===== src/rtl/fp_result_serializer.sv =====
// Snapshots a frame of FP multiply/accumulate results and streams it out one word per valid/ready beat.
// Optional feature: define FP_RES_HDR_EN to prefix every frame with a header word.
module fp_result_serializer #(
    parameter int NUM_PAIRS = 8,
    parameter int WORD_W    = 32,
    parameter int CNT_W     = 16
) (
    input  logic                            aclk,
    input  logic                            areset,
    input  logic [2*NUM_PAIRS*WORD_W-1:0]   in_results,
    input  logic                            in_sendable,
    input  logic                            in_save_sign,
    input  logic                            in_acc_sign,
    input  logic                            clr_overrun,
    output logic [WORD_W-1:0]               m_data,
    output logic                            m_valid,
    input  logic                            m_ready,
    output logic                            m_last,
    output logic                            busy,
    output logic                            frame_acc_sign,
    output logic [CNT_W-1:0]                frame_cnt,
    output logic                            overrun,
    output logic [CNT_W-1:0]                overrun_cnt
);

    localparam int NUM_WORDS = 2 * NUM_PAIRS;
`ifdef FP_RES_HDR_EN
    localparam int HDR_WORDS = 1;
`else
    localparam int HDR_WORDS = 0;
`endif
    localparam int FRAME_LEN = NUM_WORDS + HDR_WORDS;
    localparam int IDX_W     = $clog2(FRAME_LEN);
    localparam int SEL_W     = $clog2(NUM_WORDS);

    typedef enum logic {IDLE, SEND} state_t;

    state_t              state;
    state_t              state_next;
    logic [WORD_W-1:0]   buffer [NUM_WORDS];
    logic [IDX_W-1:0]    idx;
    logic [IDX_W-1:0]    idx_next;
    logic [SEL_W-1:0]    word_sel;
    logic                save_d;
    logic                req;
    logic                last_beat;
    logic                capture;
    logic                finish;
    logic                ovr_evt;

    assign req       = in_save_sign & ~save_d & in_sendable;
    assign ovr_evt   = req & (state == SEND);
    assign last_beat = (idx == IDX_W'(FRAME_LEN - 1));
    assign word_sel  = SEL_W'(idx - IDX_W'(HDR_WORDS));

    always_ff @(posedge aclk) begin
        if (areset) begin
            state <= IDLE;
            idx   <= '0;
        end else begin
            state <= state_next;
            idx   <= idx_next;
        end
    end

    always_comb begin
        state_next = state;
        idx_next   = idx;
        capture    = 1'b0;
        finish     = 1'b0;
        m_valid    = 1'b0;
        m_last     = 1'b0;
        m_data     = '0;
        busy       = 1'b0;
        case (state)
            IDLE: begin
                if (req) begin
                    capture    = 1'b1;
                    idx_next   = '0;
                    state_next = SEND;
                end
            end
            SEND: begin
                m_valid = 1'b1;
                busy    = 1'b1;
                m_last  = last_beat;
`ifdef FP_RES_HDR_EN
                // Header reports the count of frames completed before this one.
                if (idx == '0)
                    m_data = WORD_W'({16'hA5C3, 7'd0, frame_acc_sign, frame_cnt[7:0]});
                else
                    m_data = buffer[word_sel];
`else
                m_data = buffer[word_sel];
`endif
                if (m_ready) begin
                    if (last_beat) begin
                        finish     = 1'b1;
                        idx_next   = '0;
                        state_next = IDLE;
                    end else begin
                        idx_next = idx + IDX_W'(1);
                    end
                end
            end
            default: state_next = IDLE;
        endcase
    end

    // Buffer only loads from IDLE, so a request during a send never disturbs it.
    always_ff @(posedge aclk) begin
        if (capture) begin
            for (int k = 0; k < NUM_WORDS; k++)
                buffer[k] <= in_results[k*WORD_W +: WORD_W];
        end
    end

    always_ff @(posedge aclk) begin
        if (areset) begin
            save_d         <= 1'b0;
            frame_acc_sign <= 1'b0;
            frame_cnt      <= '0;
            overrun        <= 1'b0;
            overrun_cnt    <= '0;
        end else begin
            save_d <= in_save_sign;
            if (capture)
                frame_acc_sign <= in_acc_sign;
            if (finish)
                frame_cnt <= frame_cnt + CNT_W'(1);
            if (ovr_evt)
                overrun <= 1'b1;
            else if (clr_overrun)
                overrun <= 1'b0;
            if (ovr_evt && (overrun_cnt != '1))
                overrun_cnt <= overrun_cnt + CNT_W'(1);
        end
    end

endmodule


===== config.mk =====
export PLATFORM = sky130hd
export DESIGN_NAME = fp_result_serializer
export DESIGN_NICKNAME = d
export VERILOG_FILES = /design/src/rtl/fp_result_serializer.sv
export SDC_FILE = /design/constraint.sdc
export NUM_CORES = 1
export LEC_CHECK = 0
export CAP_MARGIN = 20
export CORE_AREA = 2 2 227 229
export CTS_BUF_LIST = sky130_fd_sc_hd__clkbuf_8
export DETAILED_ROUTE_END_ITERATION = 8
export DIE_AREA = 0 0 229 231
export PLACE_DENSITY = 0.83
export SYNTH_ARGS = -nofsm -noshare
export SYNTH_HDL_FRONTEND = slang
export SYNTH_SLANG_ARGS = --single-unit

===== constraint.sdc =====
create_clock -name aclk -period 43.9 [get_ports aclk]
set_input_delay 4.39 -clock aclk [delete_from_list [all_inputs] [get_ports aclk]]
set_output_delay 4.39 -clock aclk [all_outputs]
set_load 0.01 [all_outputs]

# Word level (Yosys, flattened, before mapping)
# Memories as Yosys holds them, arrays and structs flattened. A register that Yosys moved wholly into a read port is not among the register bits.
# Cells that the tools add are included.
word_totals:
  memories: 1
  inputBits: 519
  rom_bits: 0
  latchBits: 0
  regBits: 40
  mem_bits_rw: 512
classes:
  eq_ne: 4
  n_div: 0
  addsub: 3
  n_mux: 21
  n_reduce_logical: 3
  n_lt_le_gt_ge: 0
  shifts: 0
  bitwise_logic: 5
  n_mul: 0
mem_list:
  columns: ["memory", "depth", "width", "read_ports", "rd_clocked_by_memory_dff", "write_ports", "line_no", "rtl"]
  rows:
  - ["buffer", 16, 32, 1, 1, 16, "40", "logic [WORD_W-1:0] buffer [NUM_WORDS];"]
op_table:
  columns: ["operator", "n"]
  rows:
  - ["16-bit by 1-bit adder with 16-bit output, second input constant", 2]
  - ["32-bit two-way mux", 1]
  - ["4-bit two-way mux", 5]
  - ["16-bit != test, second input constant", 1]
  - ["1-bit two-way mux", 13]
  - ["4-bit case mux with 2 select lines", 1]
  - ["4-bit by 1-bit adder with 4-bit output, second input constant", 1]
  - ["4-bit == test, second input constant", 1]
  - ["2-bit != test, second input constant", 2]
  - ["1-bit bitwise AND", 3]
  - ["1-bit NOT", 2]
  - ["1-bit case mux with 2 select lines", 1]
  - ["2-bit AND reduction", 1]
  - ["2-bit nonzero test", 1]
  - ["1-bit logical AND", 1]

# Logic depth before layout (Yosys ltp)
logic_depth:
  depth_word: 7
  mapped_depth: 7
  mapped_depth_nobuf: 6

# Worst setup path after synthesis
# Ideal clock, no wire load.
synth_path:
  kind: "input to register"
  startpoint: "in in_sendable"
  endpoint: "reg frame_acc_sign"
  stages: 4
  setup_time_ps: 161
  setup_slack_ps: 2628
  t_arrival_ps: 41110
  path_buffers: 0
  path_cell_list: "nand2_1 > nor3_1 > mux2i_1 > nor2_1"
synth_via:
  elab_chain_len: 3
synth_rtl:
  columns: ["element", "line_no", "rtl"]
  rows:
  - ["start: declaration", "11", "input logic in_sendable,"]
  - ["1-bit bitwise AND", "51", "assign req = in_save_sign & ~save_d & in_sendable;"]
  - ["1-bit two-way mux", "77", "if (req) begin"]
  - ["1-bit two-way mux", "75", "case (state)"]
  - ["via capture", "47", "logic capture;"]
  - ["end signal: assignment", "128", "frame_acc_sign <= in_acc_sign;"]
  - ["end: declaration", "20", "output logic frame_acc_sign,"]
# The timed path passes the listed nets, and every way through them passes these cells.
# A chain may end at the register's enable or synchronous reset.

==> metrics.yaml <==
clockPowerShare: 0.374
overflow: 0
clock_path_buffers: 3
core_area_um2: 50700
max_freq_mhz: 113
status: "complete, no violations"
first_iter_violations: 1144
crit_top_cell: "buf_4"
synthMuxAreaShare: 0.166
synth_nets: 1524
path_clk_slew_ns: 0.06
finalSetupViolCount: 0
multi_input_area_um2: 4760
power.switching_uw: 240
syn_avg_cell_area_um2: 21.2
crit_path_top_delay_cell: "buf_4"
post_cts_buffers: 0
fin_crit_sh: 0.202
grt_start_max_net_pins: 183
boundaryPins: 588
worst-path-buf-inv: 3
die_w_um: 229
p_leak_uw: 0.00945
crit_path_start_kind: "flip-flop"
ctsResizeCount: 0
cts_tree: "done"
ys_seq_area_frac: 0.764
post_drt_wl_per_cell_um: 24.0
yosys.area_share.simple: 0.0293
slowest_delay_ns: 0.76
synth-edff-count: 512
port_buffers: 587
worstPathMaxFanout: 41
vias_per_cell: 5.24
timing.final.ws_setup_ns: 35.05
synthFlopType: "edfxtp_1"
powerDensity_nw_per_um2: 37.6
areaGrowthSynthToFinish_pct: 39.0
clock_sinks: 556
fin_setup_tns_ns: 0
cts_hold_buf: 0
p_int_uw: 870
die_h_um: 231
ys_ff_latch: 556
cts-htree-levels: 3
relSlewSlack: 0.269
routed_wl_um: 57600
synth-compound-area-share: 0.0139
seq_power_share: 0.548
layout.cells.most_common: "clkdlybuf4s50_1"
dp.final_hpwl_um: 41200
cp_data_arrival_time_ns: 4.46
start_util: 0.420
netlist_instances: 1002
hold_class: "flip-flop to flip-flop"
crit_chain: "buf_4, buf_4, mux4_2, mux2i_1, o22ai_1, clkdlybuf4s50_1"
synth_fa_ha_area_frac: 0.00176
grt_usage: 0.214
fp-row-count: 83
p_sw_frac: 0.216
yosys.area_share.xor_xnor: 0.0123
hold_viol: 0
synthArstFlopShare: 0
drive_gt1_frac: 0.155
yosysWarnings: 0
combPwrFrac: 0.078
synth_cell_type_count: 39
clockRootBuffer: "clkbuf_8"
fin_crit_ns: 8.85
tightest_slew_ns: 1.10
drv_cap: 0
required_ns: 39.51
grt_pass1_vias: 13200
crit_type: "flip-flop to output pin"
critPathTopFamily: "buffers and inverters"
firstDrtPassIters: 7
pre_cts_slack_ns: 35.13
register_area_um2: 16300
die_area_um2: 52900
syn_area_um2: 21300
antenna_found_initial: 5
holdWs_ns: 0.488
fillers: 3658
timing_max_transition_violations_final: 0
worstSkewPairLatency_ns: 0.67
route.vias.total: 12600
post-route-drc-count: 0
final_cell_mix: "587 x clkdlybuf4s50_1, 512 x edfxtp_1, 127 x mux4_2"
gp_congestion: 0.877
cp-end-kind: "output pin"
finalClockSkew_ns: 0.0246
nets: 2170
ir_drop_v: 0.0000257
rsz0062_at_grt: "false"
grt_pass1_wl_um: 82000
synth_top_family_by_area: "multiplexers"
cts-buffers-inserted: 91
ant_nets: 0
==> metal layers <==
metal	vias to the layer above	track usage	share of wire
met2	706	0.368	0.52
met1	6238	0.240	0.34
li1	5482	-	-
met5	-	0	0.00047
met4	4	0.102	0.040
met3	136	0.0700	0.097
==> worst min-delay path: cells and delay by family, from the launching register on <==
kind	cells	cell delay [ns]
and+or+nand+nor	1	0.07
DFF	1	0.31
AOI/OAI and AO/OA	1	0.06
==> power by group through the flow <==
stage                     Combinational, uW  Sequential (uW)  Clock (uW)
final                                  86.3              608         416
after global routing                   91.1              609         448
after global placement                 84.4              618           0
after CTS                              86.8              608         425
after detailed placement               86.4              619           0
after floorplan                        27.9              643           0
==> path summary, 6_finish.rpt <==
kind                   from        endpoint  slack (ns)  depth (start not counted)
setup / recovery  flip-flop       m_data[1]       35.05                          6
hold / removal      overrun         overrun        0.49                          2
setup reg to reg      state  buffer[10][23]       39.41                          5
hold reg to reg     overrun         overrun        0.49                          2
==> Yosys cell counts, types with 8 or more instances <==
master    number  share of area
buf_2         18         0.0042
buf_4         12         0.0042
clkbuf_1      15         0.0026
dfxtp_1       44          0.041
edfxtp_1     512           0.72
mux2i_1       64          0.030
mux4_2       127           0.13
nand2_1       15         0.0026
nand3_1       16         0.0038
nand4_1        8         0.0024
nor2_1        39         0.0069
nor3_1        11         0.0026
nor4_1         8         0.0024
o22ai_1       31         0.0091
xnor2_1       21         0.0086
xor2_1         9         0.0037
==> cells by family (layout without fill, tap and decap cells) <==
| logic type | count (synthesis) | count (layout) |
|---|---|---|
| DFF | 556 | 556 |
| AOI/OAI and AO/OA | 48 | 48 |
| buffers and inverters | 53 | 769 |
| muxes | 194 | 194 |
| xor gates and xnor gates | 30 | 30 |
| and+or+nand+nor | 118 | 118 |
| adders and majority gates | 3 | 3 |
| other | 0 | 2 |
==> layout make-up <==
cell class	instances	area share
sequential	556	0.550
multi-input combinational	393	0.161
tap	680	0.0288
clock inverter	65	0.0106
antenna	2	0.000169
clock buffer	98	0.0456
timing repair buffer	602	0.203
inverter	4	0.000508
==> flip-flops by register name (all words and copies together), names as in the netlist, named ones only <==
| name | flops |
|---|---|
| overrun | 1 |
| overrun_cnt | 16 |
| frame_cnt | 16 |
| save_d | 1 |
| frame_acc_sign | 1 |
| state | 1 |
| buffer | 512 |
| idx | 4 |
==> through the flow <==
stage          instances  total power (uW)   util  area [um2]
5_1_grt             2400              1150  0.583       29600
2_1_floorplan       1002               671      -       21300
6_report            2400              1110  0.583       29600
4_1_cts             2398              1120  0.583       29600
3_3_place_gp        2235               702  0.550       27900
3_5_place_dp        2235               706  0.550       27900
Note: power is estimated with default switching activity, not from simulation.
